### config.mk
export PLATFORM = sky130hd
export DESIGN_NAME = mux_src_arbiter
export DESIGN_NICKNAME = d
export VERILOG_FILES = /design/src/rtl/mux_src_arbiter.sv
export SDC_FILE = /design/constraint.sdc
export NUM_CORES = 1
export LEC_CHECK = 0
export CAP_MARGIN = 20
export CORE_ASPECT_RATIO = 0.7
export CORE_MARGIN = 3
export CORE_UTILIZATION = 46
export DETAILED_ROUTE_END_ITERATION = 16
export PLACE_DENSITY = 0.86
export SLEW_MARGIN = 20
export SYNTH_ARGS = -nofsm -noshare
export SYNTH_HDL_FRONTEND = slang
export SYNTH_SLANG_ARGS = --single-unit
### constraint.sdc
create_clock -name clk -period 4.7 [get_ports clk]
set_input_delay 0.705 -clock clk [delete_from_list [all_inputs] [get_ports clk]]
set_output_delay 0.705 -clock clk [all_outputs]
set_load 0.05 [all_outputs]
### src/rtl/mux_src_arbiter.sv
// Two-channel valid/ready feeder for the 2:1 datapath mux: one holding word per
// channel, round-robin grant, registered mux inputs and per-channel delivery counters.
module mux_src_arbiter #(
    parameter int DATA_W = 32,
    parameter int CNT_W  = 16
) (
    input  logic              clk,
    input  logic              rst_n,
    input  logic              in1_valid,
    output logic              in1_ready,
    input  logic [DATA_W-1:0] in1_data,
    input  logic              in2_valid,
    output logic              in2_ready,
    input  logic [DATA_W-1:0] in2_data,
    output logic [DATA_W-1:0] mux_in1,
    output logic [DATA_W-1:0] mux_in2,
    output logic              mux_sel,
    output logic              out_valid,
    input  logic              out_ready,
    output logic [CNT_W-1:0]  xfer_cnt1,
    output logic [CNT_W-1:0]  xfer_cnt2
);

    typedef enum logic {
        PRI1 = 1'b0,
        PRI2 = 1'b1
    } rr_state_e;

    rr_state_e         rr_q, rr_d;
    logic              hold1_v_q, hold1_v_d;
    logic              hold2_v_q, hold2_v_d;
    logic [DATA_W-1:0] hold1_data_q, hold1_data_d;
    logic [DATA_W-1:0] hold2_data_q, hold2_data_d;
    logic [CNT_W-1:0]  cnt1_q, cnt1_d;
    logic [CNT_W-1:0]  cnt2_q, cnt2_d;

    logic any_valid;
    logic grant2;
    logic deliver;
    logic dlv1;
    logic dlv2;
    logic rdy1;
    logic rdy2;
    logic xfer1;
    logic xfer2;

    // Grant depends only on registered state, so the mux select and the
    // granted word cannot move while the downstream is stalling.
    always_comb begin
        any_valid = hold1_v_q | hold2_v_q;
        grant2    = hold2_v_q & (~hold1_v_q | (rr_q == PRI2));
        deliver   = any_valid & out_ready;
        dlv1      = deliver & ~grant2;
        dlv2      = deliver & grant2;
        rdy1      = ~hold1_v_q | (~grant2 & out_ready);
        rdy2      = ~hold2_v_q | (grant2 & out_ready);
        xfer1     = in1_valid & rdy1;
        xfer2     = in2_valid & rdy2;
    end

    // A refill in the same cycle as a delivery wins, keeping the slot full.
    always_comb begin
        hold1_v_d    = hold1_v_q;
        hold2_v_d    = hold2_v_q;
        hold1_data_d = hold1_data_q;
        hold2_data_d = hold2_data_q;
        cnt1_d       = cnt1_q;
        cnt2_d       = cnt2_q;

        if (dlv1) begin
            hold1_v_d = 1'b0;
            cnt1_d    = cnt1_q + CNT_W'(1);
        end
        if (dlv2) begin
            hold2_v_d = 1'b0;
            cnt2_d    = cnt2_q + CNT_W'(1);
        end
        if (xfer1) begin
            hold1_v_d    = 1'b1;
            hold1_data_d = in1_data;
        end
        if (xfer2) begin
            hold2_v_d    = 1'b1;
            hold2_data_d = in2_data;
        end
    end

    // Priority only moves on deliveries, never on input transfers.
    always_comb begin
        rr_d = rr_q;
        unique case (rr_q)
            PRI1: if (dlv1) rr_d = PRI2;
            PRI2: if (dlv2) rr_d = PRI1;
            default: rr_d = PRI1;
        endcase
    end

    always_ff @(posedge clk or negedge rst_n) begin
        if (!rst_n) begin
            rr_q         <= PRI1;
            hold1_v_q    <= 1'b0;
            hold2_v_q    <= 1'b0;
            hold1_data_q <= '0;
            hold2_data_q <= '0;
            cnt1_q       <= '0;
            cnt2_q       <= '0;
        end else begin
            rr_q         <= rr_d;
            hold1_v_q    <= hold1_v_d;
            hold2_v_q    <= hold2_v_d;
            hold1_data_q <= hold1_data_d;
            hold2_data_q <= hold2_data_d;
            cnt1_q       <= cnt1_d;
            cnt2_q       <= cnt2_d;
        end
    end

    assign in1_ready = rdy1;
    assign in2_ready = rdy2;
    assign mux_in1   = hold1_data_q;
    assign mux_in2   = hold2_data_q;
    assign mux_sel   = grant2;
    assign out_valid = any_valid;
    assign xfer_cnt1 = cnt1_q;
    assign xfer_cnt2 = cnt2_q;

endmodule

* Word-level counts from Yosys, hierarchy flattened
Cells that the tools add are included.
Storage, ports and cells: register bits 99, input bits 69, output and inout bits 100, logic and storage cells 34
Operators by class: add/sub/neg operators 2, mux-type cells 7, bitwise operators 16, reduce and logical (&&, ||, !) cells 2
Operators by type and width (number):
- 16-bit by 1-bit adder with 16-bit output, second input constant | 2
- 1-bit AND | 8
- 1-bit 2-to-1 mux | 6
- 1-bit NOT | 4
- 1-bit OR | 4
- 2-bit nonzero test | 2
- 1-bit one-hot mux with 2 select lines | 1

* Longest topological paths before layout
word-level depth 8, gate-level depth with buffers 5, depth with buffers taken out 5

* Least setup slack after synthesis
OpenSTA, ideal clock, no wires.
path kind input-to-reg, from input port out_ready, to register hold2_data_q[0], in the netlist mux_in2[0], setup time 125 ps, arrival 2265 ps, data required time 4575 ps, path slack 2310 ps, cell stages on the path 5, path buffers 1, cells stage by stage inv_1 o21ai_1 nand2_1 buf_2 mux2_2
Between the ends: word-level cells in the longest chain between the ends 3
RTL lines:
- start: declaration | RTL line 19 | input logic out_ready,
- 1-bit AND | RTL line 56 | rdy2 = ~hold2_v_q | (grant2 & out_ready);
- 1-bit OR | RTL line 56
- named net in2_ready | RTL line 13 | output logic in2_ready,
- 1-bit AND | RTL line 58 | xfer2 = in2_valid & rdy2;
- end signal: assignment | RTL line 112 | hold2_data_q <= hold2_data_d;
- end: declaration | RTL line 33 | logic [DATA_W-1:0] hold2_data_q, hold2_data_d;
The timed path passes the listed nets, and every way through them passes these cells. A chain may end at the register's enable or synchronous reset.

* Final worst setup path
from input port out_ready, to output port in2_ready
Between the ends: word-level cells in the longest chain between the ends 2
RTL lines (RTL line):
- 1-bit AND | 56
- 1-bit OR | 56
- end: declaration | 13
Every way passes these cells.

==> flow_summary.yaml <==
sta:
  hold_viol: 0
  rsz0062_at_grt: "no"
  fin_crit_sh_pct: 66.5
  tns_ns: 0
  setup_viol: 0
  slew_headroom_pct: 50.5
  clock.fmax_mhz: 320
  fin_worst_skew_ns: 0.00579
  hold_slack_ns: 0.417
  worst_pin_slew_ns: 0.736
  drv_slew: 0
  fin_crit_ns: 3.12
detailed_routing:
  routed_via_density: 5.12
  drt_iter0_drc: 139
  vias: 2849
  routed_wl_um: 9890
  drc: 0
  routedWlPerCell_um: 17.8
  dr.pass1.iters: 4
  drt.antenna.violating_nets: 0
clocking:
  cts_buffers: 9
  htreeDepth: 3
  cts_max_path_buffers: 2
  cts_tree: "done"
  cts_setup_buffers: 0
  hold_buffers: 0
  clk_latency_ns: 0.34
  clock-sinks: 99
  clkTransAtPathRegs_ns: 0.06
  cts_root_buffer: "clkbuf_16"
  cts-resized-gates: 0
pwr:
  p_leak_nw: 2.56
  total_power_mw: 3.88
  p_per_area_nw_per_um2: 645
  power.share.combinational_pct: 48.7
  peakVddDrop_mv: 0.394
  power.share.clock_pct: 18.2
  swShare_pct: 43.1
  p_switching_mw: 1.68
  seqPwrFrac_pct: 33.1
  p_int_mw: 2.21
worst_setup_path:
  cp_cell_sequence: "clkdlybuf4s50_1 -> inv_1 -> o21ai_1 -> clkdlybuf4s50_1"
  worst_r2r_path_depth: 5
  critPathLaunchType: "input port"
  worstPathRequired_ns: 3.99
  cp_slowest_cell: "clkdlybuf4s50_1"
  criticalPathCategory: "input port to output pin"
  cpMostUsedCell: "clkdlybuf4s50_1"
  cp_max_fo: 5
  crit_path_max_incr_delay_ns: 0.85
  crit_path_end_kind: "output pin"
  arrival_ns: 2.42
placed_design:
  portBuffers: 168
  dp_hpwl_um: 7420
  gp_congestion: 0.778
synth:
  synth_nets: 349
  async_reset_ff_share_pct: 100
  synth.distinct_cells: 27
  synth_area_um2: 3950
  ys_seq_elements: 99
  synth-edff-count: 0
  netlist_top_cells_area: "dfrtp_1 (63%), mux2_2 (19%), xnor2_1 (4.0%)"
  synth_most_common_cell: "dfrtp_1"
  syn_inst: 278
  synthFlopType: "dfrtp_1"
  yosys-top-cells-count: "dfrtp_1 (99), mux2_2 (66), nand2_1 (18), xnor2_1 (18), xor2_1 (12)"
  synth_top_area_share_pct: 62.8
  yosysWarnings: 0
  syn_area_per_cell_um2: 14.2
  synth_area_leader_cell: "dfrtp_1"
  yosysSeqAreaShare_pct: 62.8
cells_and_area:
  antenna_cells: 0
  nNetsFinal: 523
  drive_gt1_share_pct: 19.6
  syn2layout_area_growth_pct: 52.5
run_status:
  status: "finished, final reports clean"
floorplan:
  fp.dieH_um: 83.5
  io_pins: 169
  die_w_um: 117
  start_util_pct: 48.7
  dieArea_um2: 9750
  coreArea_um2: 8110
  row_count: 27
flow_run:
  max-cap-violations: 0
global_route:
  grt_max_degree: 59
  grt_pass1_vias: 3158
  grt.total_usage_pct: 21.2
  antenna_found_initial: 0
  grt_overflow: 0
  grt_pass1_wl_um: 16000
worst_hold_path:
  hold_class: "input port to async pin"
## worst max-delay path: cells and delay by family
| family | cells | cell delay [ns] |
|---|---|---|
| buf+inv | 3 | 1.48 |
| compound gates | 1 | 0.23 |
## per-layer routing
metal	global-route usage, %	part of all wire (%)
met1	24.8	39
met2	33.4	47
met3	12.1	12
met4	5.94	1.5
met5	0	0
## stage by stage
stage	util, %	cells	area (µm²)	setup WS [ns]
floorplan	-	278	3950	2.31
global placement	70.8	542	5740	1.63
detailed placement	70.8	542	5740	1.57
CTS	74.2	556	6020	1.56
global route	74.2	556	6020	1.49
finish	74.2	556	6020	1.58
## layout make-up
class	count	area, µm²
Fill cell	575	2090
Sequential cell	99	2480
Tap cell	101	126
Timing Repair Buffer	171	1700
Clock inverter	3	40.0
Multi-Input combinational cell	169	1420
Inverter	2	7.51
Clock buffer	11	243
## final timing paths
path                                 endpoint          start  slack, ns
worst min-delay path             xfer_cnt1[6]          rst_n       0.42
worst min register to register  xfer_cnt1[15]  xfer_cnt1[15]       0.47
max in group asynchronous       xfer_cnt1[15]          rst_n       3.26
min in group clk                xfer_cnt1[15]  xfer_cnt1[15]       0.47
worst max-delay path                in2_ready      out_ready       1.58
worst max register to register    mux_in2[27]       register       2.74
## sequential cells by signal (all words and copies together) (netlist names), named ones only
signal and count:
mux_in1 32, mux_in2 32, hold2_v_q 1, hold1_v_q 1, xfer_cnt1 16, xfer_cnt2 16
## placed cells by master, fill, tap and decap left out, drive strengths merged
| cell type | Yosys | layout |
|---|---|---|
| buf | 7 | 4 |
| nand2 | 18 | 18 |
| or2 | 1 | 1 |
| nand2b | 2 | 2 |
| nor4 | 2 | 2 |
| clkinv | 0 | 2 |
| a21bo | 1 | 1 |
| or4b | 2 | 2 |
| dfrtp | 99 | 99 |
| xnor2 | 18 | 18 |
| inv | 2 | 2 |
| ha | 2 | 2 |
| clkdlybuf4s50 | 0 | 167 |
| nand4 | 11 | 11 |
| a21oi | 1 | 1 |
| bufinv | 0 | 1 |
| and3 | 5 | 5 |
| xor2 | 12 | 12 |
| mux2 | 66 | 66 |
| and2 | 1 | 1 |
| nor2b | 3 | 3 |
| nor3 | 5 | 5 |
| clkbuf | 1 | 11 |
| nor2 | 9 | 9 |
| nand3 | 8 | 8 |
| o21ai | 2 | 2 |
## cell families after synthesis
family	synth area share (%)
flops	62.8
simple gates	9.32
mux	18.8
xor+xnor	6.66
buf+inv	1.17
compound gates	0.634
fa+ha+maj	0.634
## power groups by stage
| stage | logic, mW | clock network, mW | registers [mW] |
|---|---|---|---|
| floorplan | 0.350 | 0 | 2.14 |
| global placement | 1.87 | 0 | 1.28 |
| detailed placement | 1.90 | 0 | 1.30 |
| CTS | 1.91 | 0.727 | 1.29 |
| global route | 1.97 | 0.767 | 1.32 |
| finish | 1.89 | 0.707 | 1.29 |
No activity file was read; power rests on OpenSTA's default activity.
